## src/rtl/ex_branch_resolve_if.sv

```systemverilog
// Shared op encoding plus the EX-stage bundle between the ID/EX register, EX/MEM register and IF.
// Optional BRANCH_STATS_EN adds the stat_branches / stat_mispredicts counters.
package ex_branch_resolve_pkg;
  typedef enum logic [5:0] {
    OP_NOP, OP_LUI, OP_AUIPC, OP_JAL, OP_JALR,
    OP_BEQ, OP_BNE, OP_BLT, OP_BGE, OP_BLTU, OP_BGEU,
    OP_LB, OP_LH, OP_LW, OP_LBU, OP_LHU, OP_SB, OP_SH, OP_SW,
    OP_ADDI, OP_SLTI, OP_SLTIU, OP_XORI, OP_ORI, OP_ANDI, OP_SLLI, OP_SRLI, OP_SRAI,
    OP_ADD, OP_SUB, OP_SLL, OP_SLT, OP_SLTU, OP_XOR, OP_SRL, OP_SRA, OP_OR, OP_AND
  } op_e;
endpackage

interface ex_branch_resolve_if;
  import ex_branch_resolve_pkg::*;
  logic        rdy;
  logic        ex_stall;
  logic [31:0] ex_pc;
  logic [31:0] ex_reg1;
  logic [31:0] ex_reg2;
  logic [31:0] ex_imm;
  logic [4:0]  ex_rd;
  op_e         ex_op;
  logic        pred_jump_or_not;
  logic [4:0]  rd_addr_o;
  logic        rd_we_o;
  logic [31:0] rd_data_o;
  logic [31:0] mem_addr_o;
  logic [31:0] mem_wdata_o;
  op_e         op_o;
  logic        failed;
  logic [31:0] jump_target;
  logic [31:0] if_pc;
  logic        if_pred_jump;
`ifdef BRANCH_STATS_EN
  logic [31:0] stat_branches;
  logic [31:0] stat_mispredicts;

  modport master (
    output rdy, ex_stall, ex_pc, ex_reg1, ex_reg2, ex_imm, ex_rd, ex_op, pred_jump_or_not, if_pc,
    input  rd_addr_o, rd_we_o, rd_data_o, mem_addr_o, mem_wdata_o, op_o, failed, jump_target,
           if_pred_jump, stat_branches, stat_mispredicts
  );
  modport slave (
    input  rdy, ex_stall, ex_pc, ex_reg1, ex_reg2, ex_imm, ex_rd, ex_op, pred_jump_or_not, if_pc,
    output rd_addr_o, rd_we_o, rd_data_o, mem_addr_o, mem_wdata_o, op_o, failed, jump_target,
           if_pred_jump, stat_branches, stat_mispredicts
  );
`else
  modport master (
    output rdy, ex_stall, ex_pc, ex_reg1, ex_reg2, ex_imm, ex_rd, ex_op, pred_jump_or_not, if_pc,
    input  rd_addr_o, rd_we_o, rd_data_o, mem_addr_o, mem_wdata_o, op_o, failed, jump_target,
           if_pred_jump
  );
  modport slave (
    input  rdy, ex_stall, ex_pc, ex_reg1, ex_reg2, ex_imm, ex_rd, ex_op, pred_jump_or_not, if_pc,
    output rd_addr_o, rd_we_o, rd_data_o, mem_addr_o, mem_wdata_o, op_o, failed, jump_target,
           if_pred_jump
  );
`endif
endinterface

```

## src/rtl/ex_branch_resolve.sv

```systemverilog
// Execute stage: ALU, load/store address, branch/JALR resolution and the 2-bit BHT.
// Define BRANCH_STATS_EN to add branch / mispredict counters.
module ex_branch_resolve
  import ex_branch_resolve_pkg::*;
#(
  parameter int         BHT_IDX_W = 7,
  parameter logic [1:0] BHT_INIT  = 2'b01
) (
  input logic clk,
  input logic rst,
  ex_branch_resolve_if.slave bus
);
  localparam int BHT_SIZE = 1 << BHT_IDX_W;

  logic [1:0] bht [BHT_SIZE];
  logic [BHT_IDX_W-1:0] ex_idx, if_idx;
  logic        has_rd, is_branch, is_jalr, taken, resolve_fail, advance;
  logic [31:0] rd_data, mem_addr, mem_wdata, jump_target;
  logic [31:0] r1, r2, imm, pc;
  logic        unused_if_pc_bits;

  assign r1  = bus.ex_reg1;
  assign r2  = bus.ex_reg2;
  assign imm = bus.ex_imm;
  assign pc  = bus.ex_pc;
  assign ex_idx = bus.ex_pc[BHT_IDX_W+1:2];
  assign if_idx = bus.if_pc[BHT_IDX_W+1:2];
  assign unused_if_pc_bits = ^{bus.if_pc[31:BHT_IDX_W+2], bus.if_pc[1:0]};

  always_comb begin
    has_rd      = 1'b0;
    is_branch   = 1'b0;
    is_jalr     = 1'b0;
    taken       = 1'b0;
    rd_data     = 32'h0;
    mem_addr    = 32'h0;
    mem_wdata   = 32'h0;
    jump_target = 32'h0;
    case (bus.ex_op)
      OP_LUI:   begin has_rd = 1'b1; rd_data = imm; end
      OP_AUIPC: begin has_rd = 1'b1; rd_data = pc + imm; end
      OP_JAL:   begin has_rd = 1'b1; rd_data = pc + 32'd4; end
      OP_JALR:  begin
        has_rd = 1'b1; is_jalr = 1'b1; rd_data = pc + 32'd4;
        jump_target = (r1 + imm) & ~32'h1;
      end
      OP_BEQ:   begin is_branch = 1'b1; taken = (r1 == r2); end
      OP_BNE:   begin is_branch = 1'b1; taken = (r1 != r2); end
      OP_BLT:   begin is_branch = 1'b1; taken = ($signed(r1) < $signed(r2)); end
      OP_BGE:   begin is_branch = 1'b1; taken = ($signed(r1) >= $signed(r2)); end
      OP_BLTU:  begin is_branch = 1'b1; taken = (r1 < r2); end
      OP_BGEU:  begin is_branch = 1'b1; taken = (r1 >= r2); end
      OP_LB, OP_LH, OP_LW, OP_LBU, OP_LHU: begin has_rd = 1'b1; mem_addr = r1 + imm; end
      OP_SB, OP_SH, OP_SW: begin mem_addr = r1 + imm; mem_wdata = r2; end
      OP_ADDI:  begin has_rd = 1'b1; rd_data = r1 + imm; end
      OP_SLTI:  begin has_rd = 1'b1; rd_data = {31'h0, $signed(r1) < $signed(imm)}; end
      OP_SLTIU: begin has_rd = 1'b1; rd_data = {31'h0, r1 < imm}; end
      OP_XORI:  begin has_rd = 1'b1; rd_data = r1 ^ imm; end
      OP_ORI:   begin has_rd = 1'b1; rd_data = r1 | imm; end
      OP_ANDI:  begin has_rd = 1'b1; rd_data = r1 & imm; end
      OP_SLLI:  begin has_rd = 1'b1; rd_data = r1 << imm[4:0]; end
      OP_SRLI:  begin has_rd = 1'b1; rd_data = r1 >> imm[4:0]; end
      OP_SRAI:  begin has_rd = 1'b1; rd_data = $signed(r1) >>> imm[4:0]; end
      OP_ADD:   begin has_rd = 1'b1; rd_data = r1 + r2; end
      OP_SUB:   begin has_rd = 1'b1; rd_data = r1 - r2; end
      OP_SLL:   begin has_rd = 1'b1; rd_data = r1 << r2[4:0]; end
      OP_SLT:   begin has_rd = 1'b1; rd_data = {31'h0, $signed(r1) < $signed(r2)}; end
      OP_SLTU:  begin has_rd = 1'b1; rd_data = {31'h0, r1 < r2}; end
      OP_XOR:   begin has_rd = 1'b1; rd_data = r1 ^ r2; end
      OP_SRL:   begin has_rd = 1'b1; rd_data = r1 >> r2[4:0]; end
      OP_SRA:   begin has_rd = 1'b1; rd_data = $signed(r1) >>> r2[4:0]; end
      OP_OR:    begin has_rd = 1'b1; rd_data = r1 | r2; end
      OP_AND:   begin has_rd = 1'b1; rd_data = r1 & r2; end
      default:  ;
    endcase
    if (is_branch) jump_target = taken ? (pc + imm) : (pc + 32'd4);
  end

  // The instruction only resolves on the cycle it actually leaves EX.
  assign advance      = bus.rdy && !bus.ex_stall;
  assign resolve_fail = is_branch ? (taken != bus.pred_jump_or_not) : is_jalr;

  assign bus.failed       = resolve_fail && advance && !rst;
  assign bus.jump_target  = jump_target;
  assign bus.rd_we_o      = has_rd && (bus.ex_rd != 5'd0);
  assign bus.rd_addr_o    = has_rd ? bus.ex_rd : 5'd0;
  assign bus.rd_data_o    = rd_data;
  assign bus.mem_addr_o   = mem_addr;
  assign bus.mem_wdata_o  = mem_wdata;
  assign bus.op_o         = bus.ex_op;
  assign bus.if_pred_jump = bht[if_idx][1];

  always_ff @(posedge clk or posedge rst) begin
    if (rst) begin
      for (int i = 0; i < BHT_SIZE; i++) bht[i] <= BHT_INIT;
    end else if (advance && is_branch) begin
      if (taken && bht[ex_idx] != 2'b11)
        bht[ex_idx] <= bht[ex_idx] + 2'd1;
      else if (!taken && bht[ex_idx] != 2'b00)
        bht[ex_idx] <= bht[ex_idx] - 2'd1;
    end
  end

`ifdef BRANCH_STATS_EN
  logic [31:0] stat_branches, stat_mispredicts;

  always_ff @(posedge clk or posedge rst) begin
    if (rst) begin
      stat_branches    <= 32'h0;
      stat_mispredicts <= 32'h0;
    end else if (advance) begin
      if (is_branch || is_jalr) stat_branches <= stat_branches + 32'd1;
      if (bus.failed) stat_mispredicts <= stat_mispredicts + 32'd1;
    end
  end

  assign bus.stat_branches    = stat_branches;
  assign bus.stat_mispredicts = stat_mispredicts;
`endif
endmodule

```

## src/flat_wrapper.sv

```systemverilog
// flat-port wrapper written by rule: the top's interface ports become plain ports
module ex_branch_resolve_flat import ex_branch_resolve_pkg::*;
#(
  parameter int         BHT_IDX_W = 7,
  parameter logic [1:0] BHT_INIT  = 2'b01
)
  (clk, rst, bus_rdy, bus_ex_stall, bus_ex_pc, bus_ex_reg1, bus_ex_reg2, bus_ex_imm, bus_ex_rd, bus_ex_op, bus_pred_jump_or_not, bus_if_pc, bus_rd_addr_o, bus_rd_we_o, bus_rd_data_o, bus_mem_addr_o, bus_mem_wdata_o, bus_op_o, bus_failed, bus_jump_target, bus_if_pred_jump);
  ex_branch_resolve_if bus_i ();
  input logic clk;
  input logic rst;
  input wire logic [$bits(bus_i.rdy)-1:0] bus_rdy;
  input wire logic [$bits(bus_i.ex_stall)-1:0] bus_ex_stall;
  input wire logic [$bits(bus_i.ex_pc)-1:0] bus_ex_pc;
  input wire logic [$bits(bus_i.ex_reg1)-1:0] bus_ex_reg1;
  input wire logic [$bits(bus_i.ex_reg2)-1:0] bus_ex_reg2;
  input wire logic [$bits(bus_i.ex_imm)-1:0] bus_ex_imm;
  input wire logic [$bits(bus_i.ex_rd)-1:0] bus_ex_rd;
  input wire logic [$bits(bus_i.ex_op)-1:0] bus_ex_op;
  input wire logic [$bits(bus_i.pred_jump_or_not)-1:0] bus_pred_jump_or_not;
  input wire logic [$bits(bus_i.if_pc)-1:0] bus_if_pc;
  output wire logic [$bits(bus_i.rd_addr_o)-1:0] bus_rd_addr_o;
  output wire logic [$bits(bus_i.rd_we_o)-1:0] bus_rd_we_o;
  output wire logic [$bits(bus_i.rd_data_o)-1:0] bus_rd_data_o;
  output wire logic [$bits(bus_i.mem_addr_o)-1:0] bus_mem_addr_o;
  output wire logic [$bits(bus_i.mem_wdata_o)-1:0] bus_mem_wdata_o;
  output wire logic [$bits(bus_i.op_o)-1:0] bus_op_o;
  output wire logic [$bits(bus_i.failed)-1:0] bus_failed;
  output wire logic [$bits(bus_i.jump_target)-1:0] bus_jump_target;
  output wire logic [$bits(bus_i.if_pred_jump)-1:0] bus_if_pred_jump;
  assign bus_i.rdy = bus_rdy;
  assign bus_i.ex_stall = bus_ex_stall;
  assign bus_i.ex_pc = bus_ex_pc;
  assign bus_i.ex_reg1 = bus_ex_reg1;
  assign bus_i.ex_reg2 = bus_ex_reg2;
  assign bus_i.ex_imm = bus_ex_imm;
  assign bus_i.ex_rd = bus_ex_rd;
  assign bus_i.ex_op = bus_ex_op;
  assign bus_i.pred_jump_or_not = bus_pred_jump_or_not;
  assign bus_i.if_pc = bus_if_pc;
  assign bus_rd_addr_o = bus_i.rd_addr_o;
  assign bus_rd_we_o = bus_i.rd_we_o;
  assign bus_rd_data_o = bus_i.rd_data_o;
  assign bus_mem_addr_o = bus_i.mem_addr_o;
  assign bus_mem_wdata_o = bus_i.mem_wdata_o;
  assign bus_op_o = bus_i.op_o;
  assign bus_failed = bus_i.failed;
  assign bus_jump_target = bus_i.jump_target;
  assign bus_if_pred_jump = bus_i.if_pred_jump;
  ex_branch_resolve #(.BHT_IDX_W(BHT_IDX_W), .BHT_INIT(BHT_INIT)) u_core (.clk(clk), .rst(rst), .bus(bus_i));
endmodule
```

## config.mk

```make
export PLATFORM = sky130hd
export DESIGN_NAME = ex_branch_resolve_flat
export DESIGN_NICKNAME = d
export VERILOG_FILES = /design/src/rtl/ex_branch_resolve_if.sv /design/src/rtl/ex_branch_resolve.sv /design/src/flat_wrapper.sv
export SDC_FILE = /design/constraint.sdc
export NUM_CORES = 2
export LEC_CHECK = 0
export ABC_AREA = 1
export CORE_ASPECT_RATIO = 2
export CORE_MARGIN = 8
export CORE_UTILIZATION = 30
export DETAILED_ROUTE_END_ITERATION = 8
export GPL_TIMING_DRIVEN = 0
export PLACE_DENSITY = 0.44
export SYNTH_ARGS = -nofsm -noshare
export SYNTH_HDL_FRONTEND = slang
export SYNTH_SLANG_ARGS = --single-unit
```

## constraint.sdc

```tcl
create_clock -name clk -period 11.8 [get_ports clk]
set_clock_uncertainty 0.2 [all_clocks]
set_input_delay 1.77 -clock clk [delete_from_list [all_inputs] [get_ports clk]]
set_output_delay 1.77 -clock clk [all_outputs]
set_load 0.01 [all_outputs]
```

Word level (Yosys, flattened, before mapping)

Index checks and enable logic that the tools add are counted.

Eq/ne operators: 41
$lt $le $gt $ge: 9
Bitwise logic cells: 8
Mux-type cells: 24
Reduce and logical (&&, ||, !) cells: 20
Add/subtract/negate cells: 7
Shifts and indexed selects: 6

Operators by type and width:

| operator                                                        | count |
|---|---|
| 32-bit case mux with 22 select lines                            | 1 |
| 256-bit bitwise mux                                             | 2 |
| 256-bit two-way mux                                             | 2 |
| 32-bit two-way mux                                              | 5 |
| 32-bit < comparator                                             | 4 |
| 32-bit adder                                                    | 3 |
| 6-bit by 5-bit == test with 1-bit output, second input constant | 16 |
| 32-bit AND                                                      | 2 |
| 32-bit greater-or-equal comparator                              | 2 |
| 32-bit bitwise OR                                               | 2 |
| 32-bit by 5-bit left shift with 32-bit output                   | 2 |
| 32-bit by 5-bit right shift with 32-bit output                  | 2 |
| 32-bit by 5-bit >>> shifter with 32-bit output                  | 2 |
| 32-bit bitwise XOR                                              | 2 |
| 6-bit by 4-bit == test with 1-bit output, second input constant | 8 |
| 6-bit == test, second input constant                            | 6 |
| 32-bit by 3-bit adder with 32-bit output, second input constant | 1 |
| 32-bit == test                                                  | 1 |
| 32-bit inequality test                                          | 1 |
| 32-bit subtractor                                               | 1 |
| 2-bit binary-select mux with 7-bit select                       | 2 |
| 28-bit OR reduction                                             | 1 |
| 6-bit by 3-bit == test with 1-bit output, second input constant | 4 |
| 8-bit greater-or-equal comparator, second input constant        | 2 |
| other kinds (22)                                                | 41 |

Flip-flop bits (word level): 256
Bits of input ports: 176
Word-level logic and storage cells: 243

Longest topological paths before layout

Depth after elaboration: 8
Depth in mapped cells: 24
Depth with buffers taken out: 21

Least setup slack after synthesis

Ideal clock, no wire load.

Path type: in2out
Start point: in rst
End point: out bus_failed
Stages on the path: 3
Data arrival time: 7.512 ns
Setup slack: 2.318 ns
Cells stage by stage: inv_1 nand3_1 a21oi_1

Word-level cells in the longest chain between the ends: 2

Ends and longest elaborated chain:

| element            | RTL line                | text |
|---|---|---|
| start: declaration | flat_wrapper.sv:10      | `input logic rst;` |
| 1-bit zero test    | ex_branch_resolve.sv:83 | `assign bus.failed = resolve_fail && advance && !rst;` |
| 1-bit logical AND  | ex_branch_resolve.sv:83 |  |
| end: declaration   | flat_wrapper.sv:27      | `output wire logic [$bits(bus_i.failed)-1:0] bus_failed;` |

No other way between the ends.

Worst setup path after layout

Start point: in bus_ex_reg1[31]
End point: out bus_jump_target[6]

Word-level cells in the longest chain between the ends: 4
Elaborated cells on any way between the ends: 9
Classes of those cells: 4 x order compare; 2 x eq/ne; 3 x mux

Ends and longest elaborated chain:

| element                                                          | RTL line                | text |
|---|---|---|
| start: declaration                                               | flat_wrapper.sv:14      | `input wire logic [$bits(bus_i.ex_reg1)-1:0] bus_ex_reg1;` |
| 32-bit greater-or-equal comparator, or another cell as far along | ex_branch_resolve.sv:52 | `OP_BGEU: begin is_branch = 1'b1; taken = (r1 >= r2); end` |
| 1-bit case mux with 6 select lines (*)                           | ex_branch_resolve.sv:39 | `case (bus.ex_op)` |
| 32-bit two-way mux (*) (2 in series)                             | ex_branch_resolve.sv:76 | `if (is_branch) jump_target = taken ? (pc + imm) : (pc + 32'd4);` |
| end: declaration                                                 | flat_wrapper.sv:28      | `output wire logic [$bits(bus_i.jump_target)-1:0] bus_jump_target;` |

Mark *: on every way between the ends. The rest lies on a longest branch, timed or not.

==> metrics <==
status finished, violations left; failing checks max-capacitance violations, max-slew violations; post-route insts no fill 7,760; Worst-path clk slew 70 ps; crit-path max cell delay 1080 ps; Post-Place Cells 7,681; Root Buffer clkbuf_16; Distinct cells, synth 62; Final Hold Vio Count 0; DR iter-0 viols 5,154; Synth Area per Inst 5.77 µm²; routed vias/inst 6.18; H-Tree Depth 1; Layout Nets 6,551; DRC violations left 0; P&R area growth vs syn 17.1%; worst path cell trace clkdlybuf4s50_1 -> ha_1 -> nand2_1 -> nor2_1 -> nand2_1 -> inv_1 -> a21oi_2 -> nand2_1 -> nand2_1 -> nand3_1 -> nand2_1 -> nand3_2 -> clkinv_1 -> buf_2 -> nor2_1 -> o22ai_1 -> clkdlybuf4s50_1; largest net degree at the start of global routing 115; path type of the worst min-delay path reg2reg; placed instance area 0.0389 mm²; Yosys reg bits 256; critical path's slowest cell a21oi_2; crit path capture type primary output; crit path buf inv count 5; Tcrit/Tclk final 95.8%; wire per inst 38.3 µm; Worst VDD drop 126 µV; Setup Fix Bufs, Post-CTS 0; syn_nets 6,229; Filler Cells Inserted 12,902; element type at the critical path start primary input; Power Density 85.3 mW/mm²; hold depth 2; DRT antenna net count 0; Pleak 0.0182 µW; Slew Limit Fails 16; vias in the first global route 47,601; die height 492 µm; RePlAce Congestion 1.18; MaxCap Viol Count 5; cell family with most CP delay buffers and inverters; post-cts resize count 0; sequential area share after synthesis 19.3%; post-cts hold buffer count 0; I/O pins 318; Reg2Reg Depth 17; Max Fanout on Critical Path 10; CTS tree done; Initial Util 30.3%; Stages on worst setup path 17; Tot Pwr 3400 µW; slew margin rel. -3.79%; DR WL met3 24.9 mm; WL met2 138 mm; Highest Signal Layer met5; Routed Wire Length 297 mm; DRT Pass-1 Iters 6; Worst EP required 9830 ps; Post-Route M1 WL 84.5 mm; aggregate global-route resource usage 46.1%; Core Rows 174; number of buffers created by CTS 23; Port Buf Inserts 289; mapped cell area 0.0340 mm²; clk_lat worst skew 640 ps; antenna violations before repair 38; Final HPWL DP 241 mm; Yosys warning total 0; Max clock buf depth 3; die area 0.125 mm²; first-pass GRT wire length 397 mm; Setup CP Type in2out; minimum clock period 11,310 ps; Remaining Overflow, GRT 0; Crit path arrival time 9340 ps; detailed-route via count 47,980; RSZ-0062 raised after global routing false; Final setup viols 0; Horiz. Die Dim 254 µm; CTS sink count 256; core area 0.112 mm²; Synth Instances 5,889; Fmax 88.5 MHz; final instance area 0.0398 mm²; layout cell share with drive strength beyond 1 6.78%; slew of the pin with the lowest slew margin 1560 ps; Top cell by count, worst path nand2_1
==> report_power, final <==
part	internal, µW	switching (µW)	total (µW)	leakage, µW
sequential	885	4.73	890	0.00311
combinational	407	1250	1660	0.0147
clock	433	413	846	0.000389
==> per-stage QoR <==
stage	worst slack (ps)	utilization, %	hold WS, ps	setup TNS [ps]
after CTS	1500	35.3	270	0
after detailed placement	1520	34.6	258	0
after global routing	667	35.4	274	0
after global placement	-1320	34.5	256	-127050
after floorplan	2320	-	244	0
final	494	35.4	269	0
==> cells in the mapped netlist, drive strengths merged <==
cell | number | area share [%]
nand2 | 1649 | 18
a21oi | 250 | 3.7
o311ai | 2 | 0.052
a31oi | 14 | 0.26
and3 | 5 | 0.092
a21o | 13 | 0.29
o2bb2ai | 4 | 0.10
ha | 160 | 5.9
o221a | 3 | 0.099
nand4 | 82 | 1.6
a21boi | 9 | 0.20
o21ai | 524 | 7.8
or2 | 46 | 0.85
xor2 | 62 | 1.6
o2111ai | 21 | 0.54
nor4 | 12 | 0.27
and2 | 2 | 0.037
buf | 166 | 3.0
o211a | 1 | 0.029
xnor2 | 11 | 0.28
mux2i | 3 | 0.088
o21a | 11 | 0.24
o211ai | 98 | 2.2
a41oi | 1 | 0.026
a221oi | 19 | 0.49
clkinv | 11 | 0.12
nor3 | 53 | 0.80
o22ai | 94 | 1.7
nand3 | 861 | 13
clkbuf | 149 | 1.6
a22oi | 20 | 0.44
o22a | 9 | 0.23
o221ai | 13 | 0.33
inv | 490 | 5.4
o21bai | 20 | 0.44
a211o | 1 | 0.026
nor2 | 708 | 8.0
nand3b | 19 | 0.42
dfstp | 128 | 9.9
fa | 4 | 0.24
a211oi | 10 | 0.22
o31ai | 3 | 0.066
dfrtp | 128 | 9.4
==> metal layers <==
| metal | vias to the layer above | GRT usage (%) |
|---|---|---|
| met5 | - | 0.159 |
| met4 | 14 | 59.8 |
| met3 | 1707 | 14.5 |
| met2 | 3337 | 76.6 |
| met1 | 22421 | 38.4 |
| li1 | 20501 | - |
==> cell type report <==
class / instances / area, µm² / area share, %
multi-input combinational: 4817 / 24000 / 60.3
timing repair buffer: 297 / 3030 / 7.61
sequential: 256 / 6570 / 16.5
tap: 1496 / 1870 / 4.70
clock buffer: 34 / 687 / 1.73
buffer: 315 / 1580 / 3.96
inverter: 501 / 1890 / 4.74
clock inverter: 8 / 93.8 / 0.236
antenna: 36 / 90.1 / 0.226
==> tightest hold or removal path: cells and delay by family, from the launching register on <==
kind          cells  cell delay [ps]
flops             1              370
simple gates      2              100
==> kinds of logic (layout without fill, tap and decap cells) <==
family          Yosys count  count (layout)  synth area share (%)
simple gates           3437            3437                  43.0
compound gates         1140            1140                  19.5
buf+inv                 816            1155                  10.2
flops                   256             256                  19.3
fa+ha+maj               164             164                  6.13
xor+xnor                 73              73                  1.88
mux                       3               3                0.0883
other cells               0              36                     0
==> path summary, 6_finish.rpt <==
check	start	endpoint	slack [ps]
hold reg to reg	flip-flop	flip-flop	270
setup reg to reg	flip-flop	u_core.bht[255]	7470
min in group asynchronous	rst	u_core.bht[63]	1290
hold / removal	flip-flop	flip-flop	270
setup / recovery	bus_ex_reg1[31]	bus_jump_target[6]	490
max in group asynchronous	rst	u_core.bht[243]	8530
==> layout by cell type (no fill, tap or decap), types with 52 or more instances in the layout <==
cell type	count
nand2_1	1643
nor3_1	52
clkbuf_1	153
a21oi_1	248
buf_2	98
o22ai_1	94
nor2_1	697
ha_1	160
o21ai_0	493
dfrtp_1	128
xor2_1	62
inv_1	470
nand3_1	857
nand4_1	81
o211ai_1	98
dfstp_2	128
clkdlybuf4s50_1	289
(Power assumes the default switching activity.)
